`config.mk`:
```
export PLATFORM = sky130hd
export DESIGN_NAME = pps_supervisor
export DESIGN_NICKNAME = d
export VERILOG_FILES = /design/src/rtl/pps_sup_pkg.sv /design/src/rtl/pps_edge_sync.sv /design/src/rtl/pps_supervisor.sv
export SDC_FILE = /design/constraint.sdc
export NUM_CORES = 1
export LEC_CHECK = 0
export CAP_MARGIN = 20
export CORE_MARGIN = 2
export CORE_UTILIZATION = 50
export DETAILED_ROUTE_END_ITERATION = 12
export DONT_BUFFER_PORTS = 1
export PLACE_DENSITY = 0.7
export SETUP_SLACK_MARGIN = 0.02
export SLEW_MARGIN = 20
export SYNTH_ARGS = -nofsm -noshare
export SYNTH_HDL_FRONTEND = slang
export SYNTH_SLANG_ARGS = --single-unit
```
`constraint.sdc`:
```
create_clock -name clk -period 2.55 [get_ports clk]
set_clock_uncertainty 0.05 [all_clocks]
set_input_delay 0.3825 -clock clk [delete_from_list [all_inputs] [get_ports clk]]
set_output_delay 0.3825 -clock clk [all_outputs]
set_load 0.005 [all_outputs]
```
`src/rtl/pps_sup_pkg.sv`:
```
// Shared types and helpers for the PPS supervisor.
package pps_sup_pkg;

    typedef enum logic [1:0] {
        ST_ACQ    = 2'd0,
        ST_LOCKED = 2'd1,
        ST_HOLD   = 2'd2,
        ST_FAULT  = 2'd3
    } pps_state_e;

    function automatic logic [31:0] sat_inc32(input logic [31:0] v);
        return (&v) ? v : v + 32'd1;
    endfunction

    function automatic logic [15:0] sat_inc16(input logic [15:0] v);
        return (&v) ? v : v + 16'd1;
    endfunction

endpackage

```
`src/rtl/pps_edge_sync.sv`:
```
// Two-flop synchronizer for the raw PPS pin followed by a registered
// rising-edge detector; edge_o is a single-cycle pulse.
module pps_edge_sync (
    input  logic clk,
    input  logic rst,
    input  logic d_i,
    output logic edge_o
);

    logic meta_q;
    logic sync_q;
    logic prev_q;
    logic edge_q;

    // Synchronize, remember previous level and register the rising edge.
    always_ff @(posedge clk) begin
        if (rst) begin
            meta_q <= 1'b0;
            sync_q <= 1'b0;
            prev_q <= 1'b0;
            edge_q <= 1'b0;
        end else begin
            meta_q <= d_i;
            sync_q <= meta_q;
            prev_q <= sync_q;
            edge_q <= sync_q & ~prev_q;
        end
    end

    assign edge_o = edge_q;

endmodule

```
`src/rtl/pps_supervisor.sv`:
```
// PPS qualifier: measures the PPS period, locks after LOCK_CNT in-window
// periods, rejects early pulses and runs synthetic seconds in holdover.
module pps_supervisor
    import pps_sup_pkg::*;
#(
    parameter int unsigned CLK_FREQ = 100_000_000,
    parameter int unsigned TOL      = 1000,
    parameter int unsigned LOCK_CNT = 3,
    parameter int unsigned HOLD_MAX = 60
) (
    input  logic        clk,
    input  logic        rst,
    input  logic        pps_in,
    input  logic        clr_stat,
    output logic        sec_out,
    output logic [1:0]  state,
    output logic        locked,
    output logic        holdover,
    output logic [31:0] period,
    output logic [15:0] glitch_cnt,
    output logic [15:0] hold_cnt
);

    localparam logic [31:0] WIN_LO = 32'(CLK_FREQ - TOL - 1);
    localparam logic [31:0] WIN_HI = 32'(CLK_FREQ + TOL - 1);
    // Reload after a synthetic second: TOL (not TOL-1) so that successive
    // synthetic strobes land exactly CLK_FREQ cycles apart.
    localparam logic [31:0] RELOAD = 32'(TOL);
    localparam logic [15:0] LOCK_N = 16'(LOCK_CNT);
    localparam logic [15:0] HOLD_N = 16'(HOLD_MAX);

    pps_state_e  state_q, state_d;
    logic [31:0] per_q, per_d;
    logic [31:0] period_q, period_d;
    logic [15:0] good_q, good_d;
    logic [15:0] glitch_q, glitch_d;
    logic [15:0] hold_q, hold_d;
    logic        sec_q, sec_d;

    logic        pps_edge;
    logic        inwin;
    logic        timeout;
    logic        glitch_ev;
    logic [15:0] good_inc;

    pps_edge_sync u_sync (
        .clk    (clk),
        .rst    (rst),
        .d_i    (pps_in),
        .edge_o (pps_edge)
    );

    assign inwin    = (per_q >= WIN_LO) && (per_q <= WIN_HI);
    assign timeout  = (per_q == WIN_HI);
    assign good_inc = good_q + 16'd1;

    // State and counter registers.
    always_ff @(posedge clk) begin
        if (rst) begin
            state_q  <= ST_ACQ;
            per_q    <= '0;
            period_q <= '0;
            good_q   <= '0;
            glitch_q <= '0;
            hold_q   <= '0;
            sec_q    <= 1'b0;
        end else begin
            state_q  <= state_d;
            per_q    <= per_d;
            period_q <= period_d;
            good_q   <= good_d;
            glitch_q <= glitch_d;
            hold_q   <= hold_d;
            sec_q    <= sec_d;
        end
    end

    // Next-state, strobe and counter updates for each supervisor state.
    always_comb begin
        state_d   = state_q;
        per_d     = sat_inc32(per_q);
        period_d  = period_q;
        good_d    = good_q;
        glitch_d  = glitch_q;
        hold_d    = hold_q;
        sec_d     = 1'b0;
        glitch_ev = 1'b0;

        if (pps_edge) begin
            period_d = sat_inc32(per_q);
        end

        unique case (state_q)
            ST_ACQ: begin
                if (pps_edge) begin
                    per_d = '0;
                    if (!inwin) begin
                        good_d = '0;
                    end else if (good_inc == LOCK_N) begin
                        good_d  = '0;
                        state_d = ST_LOCKED;
                    end else begin
                        good_d = good_inc;
                    end
                end
            end
            ST_LOCKED: begin
                if (pps_edge) begin
                    if (inwin) begin
                        sec_d = 1'b1;
                        per_d = '0;
                    end else begin
                        glitch_ev = 1'b1;
                    end
                end else if (timeout) begin
                    sec_d   = 1'b1;
                    per_d   = RELOAD;
                    hold_d  = 16'd1;
                    state_d = ST_HOLD;
                end
            end
            ST_HOLD: begin
                if (pps_edge) begin
                    if (inwin) begin
                        sec_d   = 1'b1;
                        per_d   = '0;
                        hold_d  = '0;
                        state_d = ST_LOCKED;
                    end else begin
                        glitch_ev = 1'b1;
                    end
                end else if (timeout) begin
                    if (hold_q >= HOLD_N) begin
                        state_d = ST_FAULT;
                    end else begin
                        sec_d  = 1'b1;
                        per_d  = RELOAD;
                        hold_d = sat_inc16(hold_q);
                    end
                end
            end
            ST_FAULT: begin
                if (pps_edge) begin
                    per_d   = '0;
                    good_d  = '0;
                    hold_d  = '0;
                    state_d = ST_ACQ;
                end
            end
            default: begin
                state_d = ST_ACQ;
            end
        endcase

        if (clr_stat) begin
            glitch_d = glitch_ev ? 16'd1 : '0;
        end else if (glitch_ev) begin
            glitch_d = sat_inc16(glitch_q);
        end
    end

    assign sec_out    = sec_q;
    assign state      = state_q;
    assign locked     = (state_q == ST_LOCKED);
    assign holdover   = (state_q == ST_HOLD);
    assign period     = period_q;
    assign glitch_cnt = glitch_q;
    assign hold_cnt   = hold_q;

endmodule

```
Word level (Yosys, flattened, before mapping):

Cells that the tools add are included.

* register bits: 119
* bits of input ports: 4
* word-level logic and storage cells: 98

* $add $sub $neg: 4
* order comparisons: 3
* equal/unequal tests: 17
* multiplexer cells: 47
* bitwise operators: 2
* reductions and logical operators: 14

Operators with widths (count)
* two-way mux 32 bit: 8
* two-way mux 16 bit: 14
* case mux 32 bit (3 select lines): 1
* adder 16 x 1 -> 16 bit, second input constant: 3
* case mux 16 bit (3 select lines): 1
* adder 32 x 1 -> 32 bit, second input constant: 1
* == test 32 x 27 -> 1 bit, second input constant: 1
* greater-or-equal comparator 32 x 27 -> 1 bit, second input constant: 1
* <= comparator 32 x 27 -> 1 bit, second input constant: 1
* case mux 16 bit (2 select lines): 1
* AND reduction 16 bit: 2
* AND reduction 32 bit: 1
* two-way mux 2 bit: 10
* == test 16 x 2 -> 1 bit, second input constant: 1
* greater-or-equal comparator 16 x 6 -> 1 bit, second input constant: 1
* two-way mux 1 bit: 10
* AND reduction 9 bit: 1
* != test 2 bit, second input constant: 4
* case mux 2 bit (4 select lines): 1
* AND reduction 8 bit: 1
* != test 2 x 1 -> 1 bit, second input constant: 3
* != test 3 x 1 -> 1 bit, second input constant: 2
* != test 3 x 2 -> 1 bit, second input constant: 2
* == test 2 bit, second input constant: 2
* other kinds (12): 14

Longest topological paths before layout:

* depth after elaboration: 7
* gate-level depth with buffers: 11
* depth with buffers taken out: 9

Hierarchy:

From an unflattened synthesis, not the netlist that was laid out.

* cells, all modules: 723
* area total of the unflattened synthesis: 5940.7 um2

Modules (own cells, without submodules)
* pps_supervisor: times used 1, cells each 715, area each 5829.3 um2, seq. area each 2302.2 um2
* pps_edge_sync: times used 1, cells each 8, area each 111.4 um2, seq. area each 80.1 um2

Worst setup path after synthesis:

Ideal clock, no wire load.

* kind: flip-flop to flip-flop
* start: register good_q[1]
* end: register state_q[1] (netlist: state[1])
* arrival time: 2.577 ns
* required time: 2.383 ns
* slack: -0.194 ns
* cell stages (with the launch flop): 11
* buffers on the path: 1
* clock period less this slack: 2.744 ns
* cell sequence: dfxtp_1 > ha_1 > and4_1 > clkbuf_1 > nand3_1 > nor2_1 > mux2i_1 > and4b_1 > a41oi_1 > or3_1 > a32o_1

* longest elaborated chain between the ends: 4

Ends and longest elaborated chain
* start: declaration: RTL line pps_supervisor.sv:35 `logic [15:0] good_q, good_d;`
* start signal: assignment: RTL line pps_supervisor.sv:71 `good_q <= good_d;`
* adder 16 x 1 -> 16 bit: RTL line pps_supervisor.sv:55 `assign good_inc = good_q + 16'd1;`
* == test 16 x 2 -> 1 bit: RTL line pps_supervisor.sv:99 `end else if (good_inc == LOCK_N) begin`
* != test 2 bit (no source line)
* AND reduction 9 bit (no source line)
* end signal: assignment: RTL line pps_supervisor.sv:68 `state_q <= state_d;`
* end: declaration: RTL line pps_supervisor.sv:32 `pps_state_e state_q, state_d;`

No other way between the ends.
A chain may end at the register's enable or synchronous reset.

Final worst setup path:

* start: register per_q[17]
* end: register state_q[1] (netlist: state[1])

* longest elaborated chain between the ends: 4

Ends and longest elaborated chain
* start: declaration: RTL line pps_supervisor.sv:33 `logic [31:0] per_q, per_d;`
* start signal: assignment: RTL line pps_supervisor.sv:69 `per_q <= per_d;`
* greater-or-equal comparator 32 x 27 -> 1 bit or <= comparator 32 x 27 -> 1 bit (tied branches): RTL line pps_supervisor.sv:53 `assign inwin = (per_q >= WIN_LO) && (per_q <= WIN_HI);`
* logical AND 1 bit: RTL line pps_supervisor.sv:53
* != test 3 bit (no source line) or != test 2 bit (tied branches)
* AND reduction 9 bit (no source line) (*)

Mark *: on every way between the ends. The rest lies on a longest branch, timed or not.

==> qor.yml <==
clkLatencyLatePin_ns: 0.41
cts.sinks: 119
nets: 764
cp-end-kind: "flip-flop"
min_period_over_period_pct: 101.9
die_w_um: 111.2
h-tree-depth: 4
area_growth_pct: 28.46
synth_fp_nets: 713
violations: "setup timing"
ff_latch_area_sq_um: 2402
tightest_slew_ns: 0.5154
first_pass_iters: 5
setup_viol: 3
grt_overflow: 0
drt-initial-drc-count: 368
core_area_sq_um: 11320
drive_above_1_share_pct: 22.28
dieHeight_um: 111.2
drc: 0
stdcell_area_sq_um: 7382
clk_pin_slew_ns: 0.05
gp_congestion: 0.9478
final.min_clock_period_ns: 2.597
p_leak_nw: 2.702
yosys.area_share.simple_pct: 28.50
final_util_pct: 65.21
drtAntennaViolNets: 0
rows: 39
setup_slack_ns: -0.04736
timing.final.max_slew_violations: 0
viasPerCell: 6.030
diodes: 0
synthTopCellsByCount: "dfxtp_1, nor2_1, nand2_1, nor3_1, nand3_1"
yosys.area.top_type: "dfxtp_1"
wire_per_inst_um: 17.41
rsz0062_at_grt: "true"
place_hpwl_mm: 10.04
critical_path_peak_fanout: 3
cp_data_arrival_time_ns: 2.85
numCtsBuffers: 17
pin_count: 73
synth_edf_count: 0
synthArstFlopShare_pct: 0
ys_types: 59
synth_top_area_share_pct: 41.45
finalSetupTns_ns: -0.07345
synth_compound_area_share_pct: 16.33
cts_max_path_buffers: 2
synth_top_family_by_area: "simple AND/OR/NAND/NOR gates"
cts_tree: "yes"
initial_core_util_pct: 50.76
place_area_sq_um: 6252
grt_pass1_vias: 5200
cp-start-kind: "flip-flop"
ys_warn_count: 0
final_hold_viol_count: 0
synth_area_leaders: "dfxtp_1, nor2_1, a211oi_1"
syn_area_per_cell_sq_um: 8.221
max_slew_margin_pct: 65.51
synth-seq-cells: 119
synth_ff_type: "dfxtp_1"
multi_input_area_sq_um: 3354
antenna_found_initial: 0
syn-cell-area_sq_um: 5747
synth_most_common_cell: "dfxtp_1"
grt_start_max_net_pins: 47
synth_mux_area_share_pct: 1.045
dieArea_sq_um: 12370
ir_drop_uv: 583.4
max_cap_viol_count: 0
grt_pass1_wl_mm: 24.53
synth_xor_area_share_pct: 5.791
syn_inst: 699
yosysSeqAreaShare_pct: 41.45
required_ns: 2.80
clockRootBuffer: "clkbuf_16"
grt_use_total_pct: 23.93
hold_path_class: "in -> reg"
outcome: "finished with violations"
p_per_area_nw_per_um2: 629.5
finalWirelength_mm: 15.77
critPathKind: "reg -> reg"
fillCellCount: 943
vias: 5463
synth_adder_area_share_pct: 2.177
maxClockFrequency_mhz: 385.0
portBuffers: 0
## layout make-up
type / count / share of cell area, %
clock buffers: 25 / 6.983
clock inverters: 7 / 1.864
inverters: 21 / 1.068
multi-input cells: 513 / 45.44
flip-flops and latches: 119 / 32.54
well taps: 143 / 2.424
repair buffers: 78 / 9.678
## layer usage
layer	up-vias	part of all wire [%]	GRT usage, %
li1	2631	-	-
met1	2652	44	29.92
met2	161	49	38.82
met3	19	6.1	7.600
met4	0	1.2	8.724
met5	-	0	0
## cell usage in the layout (no fill, tap or decap), types with 10 or more instances in the layout
master	count
a211oi_1	31
a21oi_1	23
and3_1	20
buf_4	65
clkbuf_16	21
dfxtp_1	107
dfxtp_2	10
inv_1	21
nand2_1	42
nand3_1	37
nand4_1	19
nor2_1	93
nor3_1	37
o21ai_0	17
xnor2_1	18
xor2_1	20
## logic make-up (layout without fill, tap and decap cells)
| logic type | count (synthesis) | count (layout) |
|---|---|---|
| AND/OR/NAND/NOR | 323 | 323 |
| flip-flops | 119 | 119 |
| AO/OA/AOI/OAI | 136 | 136 |
| multiplexers | 6 | 6 |
| buffers and inverters | 67 | 131 |
| adder cells (fa/ha/maj) | 10 | 10 |
| XOR/XNOR | 38 | 38 |
## sequential cells by signal, indices dropped and copies added (netlist names)
name / flops
u_sync.meta_q: 1
glitch_cnt: 16
u_sync.edge_o: 1
good_q: 16
sec_out: 1
u_sync.sync_q: 1
per_q: 32
u_sync.prev_q: 1
hold_cnt: 16
state: 2
period: 32
## worst max-delay path: stages (launching register included)
cell       delay [ns]
dfxtp_2          0.31
nand4bb_1        0.17
or3_4            0.34
or3_4            0.34
or3_4            0.33
a21boi_4         0.15
o22a_1           0.21
or3_1            0.32
a32o_1           0.26
## per-stage QoR
stage / total power (W) / instances / hold WS [ns] / setup slack, ns
6_report: 0.004647 / 906 / 0.01069 / -0.04736
3_3_place_gp: 0.002017 / 858 / 0.3173 / -0.01820
2_1_floorplan: 0.002010 / 699 / 0.3174 / -0.04656
3_5_place_dp: 0.002021 / 858 / 0.3272 / -0.1397
4_1_cts: 0.004656 / 898 / 0.001127 / -0.05372
5_1_grt: 0.004770 / 906 / 0.005512 / -0.1242
## final timing paths
check	startpoint	endpoint	slack, ns	cells past startpoint
max	per_q[17]	state[1]	-0.05	8
max reg2reg	per_q[17]	state[1]	-0.05	8
min	rst	sec_out	0.01	1
min reg2reg	u_sync.prev_q	u_sync.edge_o	0.33	1
## power by group
part / leakage (nW) / total [W] / switching, W / internal, W
clock network: 0.319 / 0.00262 / 0.000833 / 0.00179
logic: 1.42 / 0.000121 / 0.0000726 / 0.0000481
registers: 0.968 / 0.00190 / 0.0000197 / 0.00188
## timing repair
action | in CTS | in global routing
buffers inserted | 4 | 5
pin swaps | 10 | 26
endpoints found under the hold margin | 46 | 0
hold buffers | 2 | 0
gates cloned | 2 | 5
endpoints found under the setup margin | 32 | 60
gates resized for setup | 12 | 57
(Power assumes the default switching activity.)
